## src/rtl/bcd_field_editor.sv

```systemverilog
`default_nettype none
// ============================================================================
//  Module      : bcd_field_editor
//  Description : Button-driven editor for a packed row of 2-digit BCD fields
//                with cursor selection, wrap-around limits and auto-repeat.
//  Revision    : 1.0  initial release
// ============================================================================
module bcd_field_editor #(
    parameter int NFIELDS       = 3,
    parameter int FIRST_MAX     = 23,
    parameter int OTHER_MAX     = 59,
    parameter int HOLD_CYCLES   = 50_000_000,
    parameter int REPEAT_CYCLES = 10_000_000
) (
    input  logic                                        clk,
    input  logic                                        reset,
    input  logic                                        EN,
    input  logic                                        BTup,
    input  logic                                        BTdown,
    input  logic                                        BTl,
    input  logic                                        BTr,
    input  logic [8*NFIELDS-1:0]                        din,
    output logic [8*NFIELDS-1:0]                        dout,
    output logic [((NFIELDS > 1) ? $clog2(NFIELDS) : 1)-1:0] cursor,
    output logic                                        changed
);

    localparam int CW      = (NFIELDS > 1) ? $clog2(NFIELDS) : 1;
    localparam int CNT_MAX = (HOLD_CYCLES > REPEAT_CYCLES) ? HOLD_CYCLES : REPEAT_CYCLES;
    localparam int CNTW    = (CNT_MAX > 1) ? $clog2(CNT_MAX + 1) : 1;

    localparam logic [CNTW-1:0] HOLD_C = CNTW'(HOLD_CYCLES);
    localparam logic [CNTW-1:0] REP_C  = CNTW'(REPEAT_CYCLES);

    localparam logic [7:0] FIRST_BCD = 8'(((FIRST_MAX / 10) * 16) + (FIRST_MAX % 10));
    localparam logic [7:0] OTHER_BCD = 8'(((OTHER_MAX / 10) * 16) + (OTHER_MAX % 10));

    localparam logic [1:0] S_IDLE = 2'd0;
    localparam logic [1:0] S_LOAD = 2'd1;
    localparam logic [1:0] S_EDIT = 2'd2;

    logic [1:0]           state_q,   state_d;
    logic [8*NFIELDS-1:0] dout_q,    dout_d;
    logic [CW-1:0]        cursor_q,  cursor_d;
    logic                 changed_q, changed_d;
    logic [CNTW-1:0]      cnt_q,     cnt_d;
    logic                 rep_q,     rep_d;
    logic [3:0]           prev_q,    prev_d;

    logic up_p, dn_p, l_p, r_p, do_step;

    // A valid BCD byte compares numerically like its decimal value, so the
    // range check can be done directly on the packed digits.
    function automatic logic [7:0] bcd_step(input logic [7:0] v, input logic up,
                                            input logic [7:0] max_bcd);
        logic [3:0] t;
        logic [3:0] u;
        logic [7:0] r;
        t = v[7:4];
        u = v[3:0];
        if ((t > 4'd9) || (u > 4'd9) || (v > max_bcd)) begin
            r = up ? 8'h00 : max_bcd;
        end else if (up) begin
            if (v == max_bcd)   r = 8'h00;
            else if (u == 4'd9) r = {t + 4'd1, 4'd0};
            else                r = {t, u + 4'd1};
        end else begin
            if (v == 8'h00)     r = max_bcd;
            else if (u == 4'd0) r = {t - 4'd1, 4'd9};
            else                r = {t, u - 4'd1};
        end
        return r;
    endfunction

    always_ff @(posedge clk) begin
        if (!reset) begin
            state_q   <= S_IDLE;
            dout_q    <= '0;
            cursor_q  <= '0;
            changed_q <= 1'b0;
            cnt_q     <= '0;
            rep_q     <= 1'b0;
            prev_q    <= '0;
        end else begin
            state_q   <= state_d;
            dout_q    <= dout_d;
            cursor_q  <= cursor_d;
            changed_q <= changed_d;
            cnt_q     <= cnt_d;
            rep_q     <= rep_d;
            prev_q    <= prev_d;
        end
    end

    always_comb begin
        state_d = S_IDLE;
        case (state_q)
            S_IDLE:  state_d = EN ? S_LOAD : S_IDLE;
            S_LOAD:  state_d = S_EDIT;
            S_EDIT:  state_d = S_EDIT;
            default: state_d = S_IDLE;
        endcase
        if (!EN) state_d = S_IDLE;
    end

    assign up_p = BTup   & ~prev_q[0];
    assign dn_p = BTdown & ~prev_q[1];
    assign l_p  = BTl    & ~prev_q[2];
    assign r_p  = BTr    & ~prev_q[3];

    always_comb begin
        dout_d    = dout_q;
        cursor_d  = cursor_q;
        changed_d = 1'b0;
        cnt_d     = cnt_q;
        rep_d     = rep_q;
        prev_d    = {BTr, BTl, BTdown, BTup};
        do_step   = 1'b0;

        case (state_q)
            S_LOAD: begin
                dout_d   = din;
                cursor_d = '0;
                cnt_d    = '0;
                rep_d    = 1'b0;
            end
            S_EDIT: begin
                // The counter only runs after a genuine press; a level held
                // through entry or past a cursor move never starts repeating.
                if (BTup && BTdown) begin
                    cnt_d = '0;
                    rep_d = 1'b0;
                end else if (up_p || dn_p) begin
                    do_step = 1'b1;
                    cnt_d   = CNTW'(1);
                    rep_d   = 1'b0;
                end else if ((BTup ^ BTdown) && (cnt_q != '0)) begin
                    if (cnt_q == (rep_q ? REP_C : HOLD_C)) begin
                        do_step = 1'b1;
                        cnt_d   = CNTW'(1);
                        rep_d   = 1'b1;
                    end else begin
                        cnt_d = cnt_q + 1'b1;
                    end
                end else begin
                    cnt_d = '0;
                    rep_d = 1'b0;
                end

                for (int i = 0; i < NFIELDS; i++) begin
                    if (do_step && (cursor_q == CW'(i))) begin
                        dout_d[8*(NFIELDS-1-i) +: 8] =
                            bcd_step(dout_q[8*(NFIELDS-1-i) +: 8], BTup,
                                     (i == 0) ? FIRST_BCD : OTHER_BCD);
                    end
                end
                changed_d = do_step;

                if (l_p ^ r_p) begin
                    cnt_d = '0;
                    rep_d = 1'b0;
                    if (r_p) cursor_d = (cursor_q == CW'(NFIELDS-1)) ? '0 : cursor_q + 1'b1;
                    else     cursor_d = (cursor_q == '0) ? CW'(NFIELDS-1) : cursor_q - 1'b1;
                end
            end
            default: begin
                cursor_d = '0;
                cnt_d    = '0;
                rep_d    = 1'b0;
            end
        endcase

        if (!EN) begin
            dout_d    = dout_q;
            cursor_d  = '0;
            changed_d = 1'b0;
            cnt_d     = '0;
            rep_d     = 1'b0;
        end
    end

    always_comb begin
        dout    = dout_q;
        cursor  = cursor_q;
        changed = changed_q;
    end

endmodule
`default_nettype wire

```

## config.mk

```make
export PLATFORM = sky130hd
export DESIGN_NAME = bcd_field_editor
export DESIGN_NICKNAME = d
export VERILOG_FILES = /design/src/rtl/bcd_field_editor.sv
export SDC_FILE = /design/constraint.sdc
export NUM_CORES = 1
export LEC_CHECK = 0
export ABC_AREA = 1
export BUFFER_PORTS_ARGS = -buffer_cell sky130_fd_sc_hd__buf_2
export CAP_MARGIN = 30
export CORE_AREA = 2 2 126 128
export DETAILED_ROUTE_END_ITERATION = 7
export DIE_AREA = 0 0 128 130
export GPL_ROUTABILITY_DRIVEN = 0
export HOLD_SLACK_MARGIN = 0.08
export PLACE_DENSITY = 0.44
export SLEW_MARGIN = 10
export SYNTH_ARGS = -nofsm -noshare
export SYNTH_HDL_FRONTEND = slang
export SYNTH_SLANG_ARGS = --single-unit
```

## constraint.sdc

```tcl
create_clock -name clk -period 4.1 [get_ports clk]
set_clock_uncertainty 0.05 [all_clocks]
set_input_delay 0.41 -clock clk [delete_from_list [all_inputs] [get_ports clk]]
set_output_delay 0.41 -clock clk [all_outputs]
set_load 0.01 [all_outputs]
```

==> metrics.md, run 1 <==
| Metric | Value |
|---|---|
| Hold Crit Endpoint | `prev_q[3]` |
| Peak VDD IR | `0.0002076 V` |
| CP required | `4290 ps` |
| CTS Hold Bufs | `0` |
| Sequential area share after synthesis | `26.73%` |
| Area leader, netlist | `dfxtp_1` |
| Number of global-route vias before repair | `4,278` |
| Worst reg-to-reg path cell count | `11` |
| Cells after Synth | `709` |
| Slew Limit Fails | `0` |
| Depth of the CTS H-tree | `3` |
| Pin count of the biggest net entering global routing | `36` |
| Hold path startpoint | `BTr` |
| Max_cap viols | `0` |
| Startpoint types | `register` |
| # fillers | `1,706` |
| Area growth syn-to-layout | `17.48%` |
| Worst-path clk slew | `50 ps` |
| Critical path's largest stage delay | `400 ps` |
| DRT antenna net count | `0` |
| TNS Setup | `0 ps` |
| Syn_nets | `767` |
| Hold Path Cell Cnt | `3` |
| Tot GR Track Use | `15.05%` |
| Share of cells above drive strength 1 | `16.06%` |
| Worst Path Max Fanout | `19` |
| TritonCTS Buffers | `9` |
| DRC | `0` |
| Drt pass-1 iters | `4` |
| Multi-input logic area | `2841 um^2` |
| Syn Std Cell Area | `4494 um^2` |
| Post-synth top area share | `26.73%` |
| Data arrival, critical path | `2670 ps` |
| Reg-to-reg endpoint | `cnt_q[13]` |
| R2R Setup Slk | `1620 ps` |
| Final Hold Fails | `0` |
| Vias per inst | `4.673` |
| Total leakage power | `2.501 nW` |
| Worst-skew pair later-pin latency | `330 ps` |
| Hold WS | `221.4 ps` |
| Critical path buffers and inverters | `4` |
| Antenna cells | `0` |
| Main area contributors after synthesis | `dfxtp_1, nand2_1, nor2_1` |
| Crit Path Category | `reg -> reg` |
| Post-cts sizing count | `0` |
| Per-cell routed wire length | `12.59 um` |
| Final Routed Wirelength | `12,060 um` |
| Initial Util | `29.14%` |
| Full die area | `16,640 um^2` |
| Area post-placement | `4951 um^2` |
| Period minus WS final | `2480 ps` |
| Period utilisation layout | `60.49%` |
| Max_slew headroom | `61.26%` |
| Detail Placement HPWL | `9075 um` |
| # IOs | `58` |
| Clock Sinks | `60` |
| Worst slew pin tran | `577.5 ps` |
| Post-CTS setup buffers | `0` |
| Clock root cell | `clkbuf_16` |
| Core footprint | `15,420 um^2` |
| Nets | `819` |
| Die Ht | `130 um` |
| Cells along the critical path | `inv_1, ha_1, inv_2, nor2_1, inv_1, nor3_2, and2_1, nand2_1, nor2_2, inv_2, a211oi_1` |
| Avg Cell Area, Syn | `6.339 um^2` |
| Horiz. Die Dim | `128 um` |
| Top_reg_cell synth | `dfxtp_1` |
| Row count | `46` |
| TritonCTS clock tree | `yes` |
| Clock Path Buffers | `2` |
| Fmax | `0.4032 GHz` |
| Antenna violations before repair | `0` |
| Status | `finished clean` |
| R2R Path Start | `state_q[0]` |
| Yosys reg bits | `60` |
| IO buf count | `57` |
| Final instance area | `5280 um^2` |
| First-pass GRT wire length | `19,980 um` |
| Sequential standard cell area | `1201 um^2` |
| Crit path max-delay family | `simple AND/OR/NAND/NOR gates` |
| CP max-delay cell | `nor2_2` |
| Path category of the worst min-delay check | `in -> reg` |
| Pwr Density | `335.7 nW/um^2` |
| Initial drt markers | `220` |
| Async set-reset flop share out of synthesis | `0%` |
| Post-synthesis cell type count | `47` |
| Setup repair after global routing missed its margin | `false` |
| Routed vias | `4,477` |
| Setup-failing EPs final | `0` |
| YS warnings | `0` |
| Endpoint class of the critical path | `register` |
| Post-synth EDFFs | `0` |
| Grt total ovfl | `0` |
[per-layer routing]
metal	vias to the layer above	wire length (um)	global-route usage [%]
li1	2369	-	-
met1	2027	5821	18.61
met2	69	5675	26.45
met3	12	404	2.911
met4	0	162	4.848
met5	-	0	0
[per-stage QoR]
| step | utilization [%] | cells | power [mW] | worst slack [ps] |
|---|---|---|---|---|
| floorplan | - | 709 | 0.8486 | 2265 |
| finish | 34.23 | 958 | 1.772 | 1620 |
| CTS | 34.23 | 958 | 1.798 | 1568 |
| global placement | 32.10 | 942 | 0.9347 | 1499 |
| global route | 34.23 | 958 | 1.871 | 1372 |
| detailed placement | 32.10 | 942 | 0.9344 | 1425 |
[worst min-delay path: stages]
cell and delay, ps:
buf_2 90, nand2_1 40, inv_1 40
[state kept, by name, summed over array words and instances (netlist names)]
name / flops
state_q: 2
dout: 24
changed: 1
prev_q: 4
rep_q: 1
cnt_q: 26
cursor: 2
[synth_stat cells (all sizes together) (2+ instances only)]
master   count
a21oi       33
a31oi        4
buf         12
clkbuf       7
clkinv       4
dfxtp       60
ha          27
inv         92
nand2      185
nand3       48
nand3b       2
nand4       22
nor2       117
nor3        12
nor3b        3
o2111ai      2
o21ai       42
o22ai        3
or2          3
xnor2        7
xor2        13
[cell families (layout without fill, tap and decap cells)]
| logic type | Yosys count | after routing | synth area share [%] |
|---|---|---|---|
| buffers and inverters | 115 | 172 | 10.05 |
| adders and majority gates | 27 | 27 | 7.517 |
| DFF | 60 | 60 | 26.73 |
| and+or+nand+nor | 394 | 394 | 40.09 |
| xor gates and xnor gates | 20 | 20 | 3.898 |
| muxes | 1 | 1 | 0.2227 |
| AOI/OAI and AO/OA | 92 | 92 | 11.50 |
[power by group]
group | switching [mW] | internal, mW | total (mW)
Combinational | 0.188 | 0.108 | 0.296
Clock | 0.283 | 0.567 | 0.850
Sequential | 0.0245 | 0.602 | 0.627
Total | 0.495 | 1.28 | 1.77
[how the worst max path moves through the flow]
stage / startpoint / end / slack [ps] / cells after the start
after floorplan: state_q[0] / cnt_q[11] / 2270 / 13
after global placement: reset / cnt_q[13] / 1500 / 11
after detailed placement: reset / cnt_q[13] / 1430 / 11
after CTS: state_q[0] / cnt_q[13] / 1570 / 11
after global routing: state_q[0] / cnt_q[13] / 1370 / 11
final: state_q[0] / cnt_q[13] / 1620 / 11
[layout by cell type (no fill, tap or decap), drive strengths merged, types with 7 or more instances in the layout]
master	n
nand2	185
nor2	117
inv	92
dfxtp	60
buf	60
nand3	48
o21ai	42
a21oi	33
ha	27
nand4	22
xor2	13
clkbuf	13
nor3	12
xnor2	7
[layout make-up]
cell class / instances / area share [%]
multi-input combinational: 534 / 53.82
inverter: 96 / 6.825
clock inverter: 3 / 1.303
tap: 192 / 4.550
clock buffer: 13 / 4.929
timing repair buffer: 60 / 5.829
sequential: 60 / 22.75
No activity file was read; power rests on OpenSTA's default activity.
==> inputs of run 2 (changes only) <==
ABC_AREA = 0   (was 1)
CORE_AREA = 2 2 121 123   (was 2 2 126 128)
DIE_AREA = 0 0 123 125   (was 0 0 128 130)
clock period = 2.3 ns   (was 4.1 ns; I/O delays follow)
==> run 2 against run 1 <==
  * The run now ends with negative setup slack left
  * Combinational power is 45% higher
  * Synthesized cell count down 27%
  * Global-route usage up 1.3 points
  * Maximum frequency increased by 2.7%
  * Worst hold slack worse by 100 ps
  * Register-to-register slack lost 1700 ps
  * Sequential power rose by 75%
  * Sequential share of layout area shrank 0.64 points
  * Cell count down 14%
  * Total power rose by 65%
  * Core utilization grew 4.2 points
  * Critical path type unchanged
  * Highest routed layer unchanged
==> metrics.md, run 2 <==
| Metric | Value |
|---|---|
| Initial drt markers | `277` |
| Area growth syn-to-layout | `32.24%` |
| Clock Path Buffers | `2` |
| Final Instance Count excl. Fillers | `820` |
| Post-synth EDFFs | `0` |
| Clock root cell | `clkbuf_16` |
| Grt total ovfl | `0` |
| Setup-failing EPs final | `13` |
| Peak VDD IR | `0.0002660 V` |
| Worst Path Max Fanout | `6` |
| R2R Path Start | `cnt_q[17]` |
| Final Hold Fails | `0` |
| Period utilisation layout | `105.0%` |
| Pwr Density | `536.1 nW/um^2` |
| Yosys reg bits | `60` |
| Worst-path clk slew | `50 ps` |
| Crit Path Category | `reg -> reg` |
| Depth of the CTS H-tree | `3` |
| IO buf count | `57` |
| Worst reg-to-reg path cell count | `7` |
| Row count | `44` |
| Post-synth top area share | `29.09%` |
| Crit path depth | `7` |
| Final Routed Wirelength | `12,210 um` |
| Setup repair after global routing missed its margin | `true` |
| CP max-delay cell | `or4_4` |
| Worst slew pin tran | `570.7 ps` |
| Drt pass-1 iters | `5` |
| Critical path's largest stage delay | `550 ps` |
| Critical path buffers and inverters | `1` |
| TritonCTS clock tree | `yes` |
| Max_cap viols | `0` |
| Cell with the most instances after synthesis | `dfxtp_1` |
| Antenna cells | `0` |
| Tot GR Track Use | `16.39%` |
| Cells after Synth | `519` |
| Nets | `689` |
| Main area contributors after synthesis | `dfxtp_1, ha_1, nor2_1` |
| Syn_nets | `576` |
| Per-cell routed wire length | `14.89 um` |
| Post-synthesis cell type count | `71` |
| Area leader, netlist | `dfxtp_1` |
| Final WS setup | `-114.7 ps` |
| Vias per inst | `5.096` |
| Commonest non-fill, non-tap cell in the layout | `buf_4` |
| TritonCTS Buffers | `9` |
| Worst-skew pair later-pin latency | `330 ps` |
| Initial Util | `29.07%` |
| CP required | `2490 ps` |
| Max reg flops | `26` |
| Pin count of the biggest net entering global routing | `30` |
| Async set-reset flop share out of synthesis | `0%` |
| Endpoint class of the critical path | `register` |
| Commonest cells after routing, fill and taps aside | `buf_4, buf_2, nor2_1` |
| Number of global-route vias before repair | `4,042` |
| Critical path startpoint | `cnt_q[17]` |
| Detail Placement HPWL | `9178 um` |
| Share of cells above drive strength 1 | `27.99%` |
| Die Ht | `125 um` |
| Syn Std Cell Area | `4129 um^2` |
| Sequential area share after synthesis | `29.09%` |
| Largest reg by FF count | `cnt_q` |
| Period minus WS final | `2415 ps` |
| Max_slew headroom | `61.55%` |
| YS warnings | `0` |
| Routed vias | `4,179` |
| Top_reg_cell synth | `dfxtp_1` |
| Status | `finished with violations` |
| Avg Cell Area, Syn | `7.956 um^2` |
| # fillers | `1,483` |
| Slew Limit Fails | `0` |
| Cells along the critical path | `nand4_1, or4_4, a2111oi_4, buf_4, a32oi_4, o21a_1, a311oi_2` |
| Total leakage power | `2.211 nW` |
| Crit path max-delay family | `compound AO/OA/AOI/OAI gates` |
| Startpoint types | `register` |
| DRT antenna net count | `0` |
| Full die area | `15,380 um^2` |
| Fmax | `0.4141 GHz` |
| Clock Sinks | `60` |
| # IOs | `58` |
| Reg-to-reg endpoint | `dout[20]` |
| R2R Setup Slk | `-110 ps` |
| DRC | `0` |
| Antenna violations before repair | `0` |
| Final instance area | `5460 um^2` |
| Path category of the worst min-delay check | `in -> reg` |
| Worst setup endpoint | `dout[20]` |
| Area post-placement | `5005 um^2` |
| Data arrival, critical path | `2600 ps` |
| Synth cell count leaders | `dfxtp_1, nor2_1, nand2_1, a21oi_1, o21ai_0` |
| Horiz. Die Dim | `123 um` |
| Core footprint | `14,200 um^2` |
| First-pass GRT wire length | `20,200 um` |
| Placed Cells | `799` |
| Failing checks | `negative setup slack` |
==> run 2: cell count changes in the layout (fill, tap and decap cells not counted), sizes merged, moves of 11 or more <==
cell | before | now
inv | 92 | 25
nor2 | 117 | 56
nand3 | 48 | 21
nand4 | 22 | 8
buf | 60 | 124
nor2b | 0 | 11
nand2 | 185 | 44
o21ai | 42 | 28
==> run 2: worst reg2reg max path, cell delays in order (launching register included) <==
cell and delay, ps:
dfxtp_2 340, nand4_1 90, or4_4 550, a2111oi_4 480, buf_4 220, a32oi_4 130
o21a_1 220, a311oi_2 250
==> run 2: logic make-up after synthesis <==
kind of cell | after synthesis | synth area share, %
compound gates | 141 | 24.42
xor+xnor | 31 | 6.576
fa+ha+maj | 26 | 7.879
buf+inv | 51 | 5.515
flops | 60 | 29.09
mux | 7 | 1.727
simple gates | 203 | 24.79
==> run 2: area by class of cell <==
class | instances | area, um^2 | share of cell area, %
sequential | 60 | 1207 | 22.11
clock inverter | 3 | 45.04 | 0.8249
multi-input combinational | 408 | 2798 | 51.24
timing repair buffer | 126 | 812.0 | 14.87
inverter | 27 | 101.3 | 1.856
clock buffer | 12 | 266.5 | 4.881
tap | 184 | 230.2 | 4.216
==> run 2: power by group <==
part / internal (mW) / leakage, nW / switching (mW)
logic: 0.192 / 1.57 / 0.237
registers: 1.06 / 0.489 / 0.0371
clock network: 0.920 / 0.147 / 0.476
total: 2.18 / 2.21 / 0.751
==> run 2: what timing repair did <==
item | CTS | global route
hold endpoints to repair | 2 | 0
resized for setup | 7 | 12
endpoints found under the setup margin | 21 | 24
pin swaps | 5 | 12
hold buffers | 2 | 0
buffers inserted | 3 | 1
==> run 2: how the worst min path moves through the flow <==
stage / cells past startpoint / start / slack [ps] / to
6_report: 3 / BTdown / 120 / prev_q[1]
5_1_grt: 3 / BTdown / 130 / prev_q[1]
4_1_cts: 3 / BTdown / 100 / prev_q[1]
3_5_place_dp: 2 / BTr / 400 / prev_q[3]
3_3_place_gp: 2 / BTr / 410 / prev_q[3]
2_1_floorplan: 1 / BTr / 300 / prev_q[3]
==> run 2: per-layer routing <==
metal  up-vias  global-route usage (%)  share of wire, %
met5         -                       0                 0
met4         0                   5.615               2.0
met3        13                   4.060               4.3
met2        76                   25.35                45
met1      1963                   22.14                48
li1       2127                       -                 -
==> run 2: per-stage QoR <==
step	setup TNS (ps)	hold WS [ps]	worst slack, ps	utilization [%]	power [mW]
detailed placement	-1281	403.7	-122.8	35.24	1.536
finish	-654.3	117.5	-114.7	38.44	2.927
global placement	-390.8	412.1	-66.41	35.24	1.535
CTS	-238.7	102.3	-43.78	38.02	2.962
floorplan	-89.32	301.7	-30.02	-	1.383
global route	-2646	129.2	-198.4	38.44	3.065
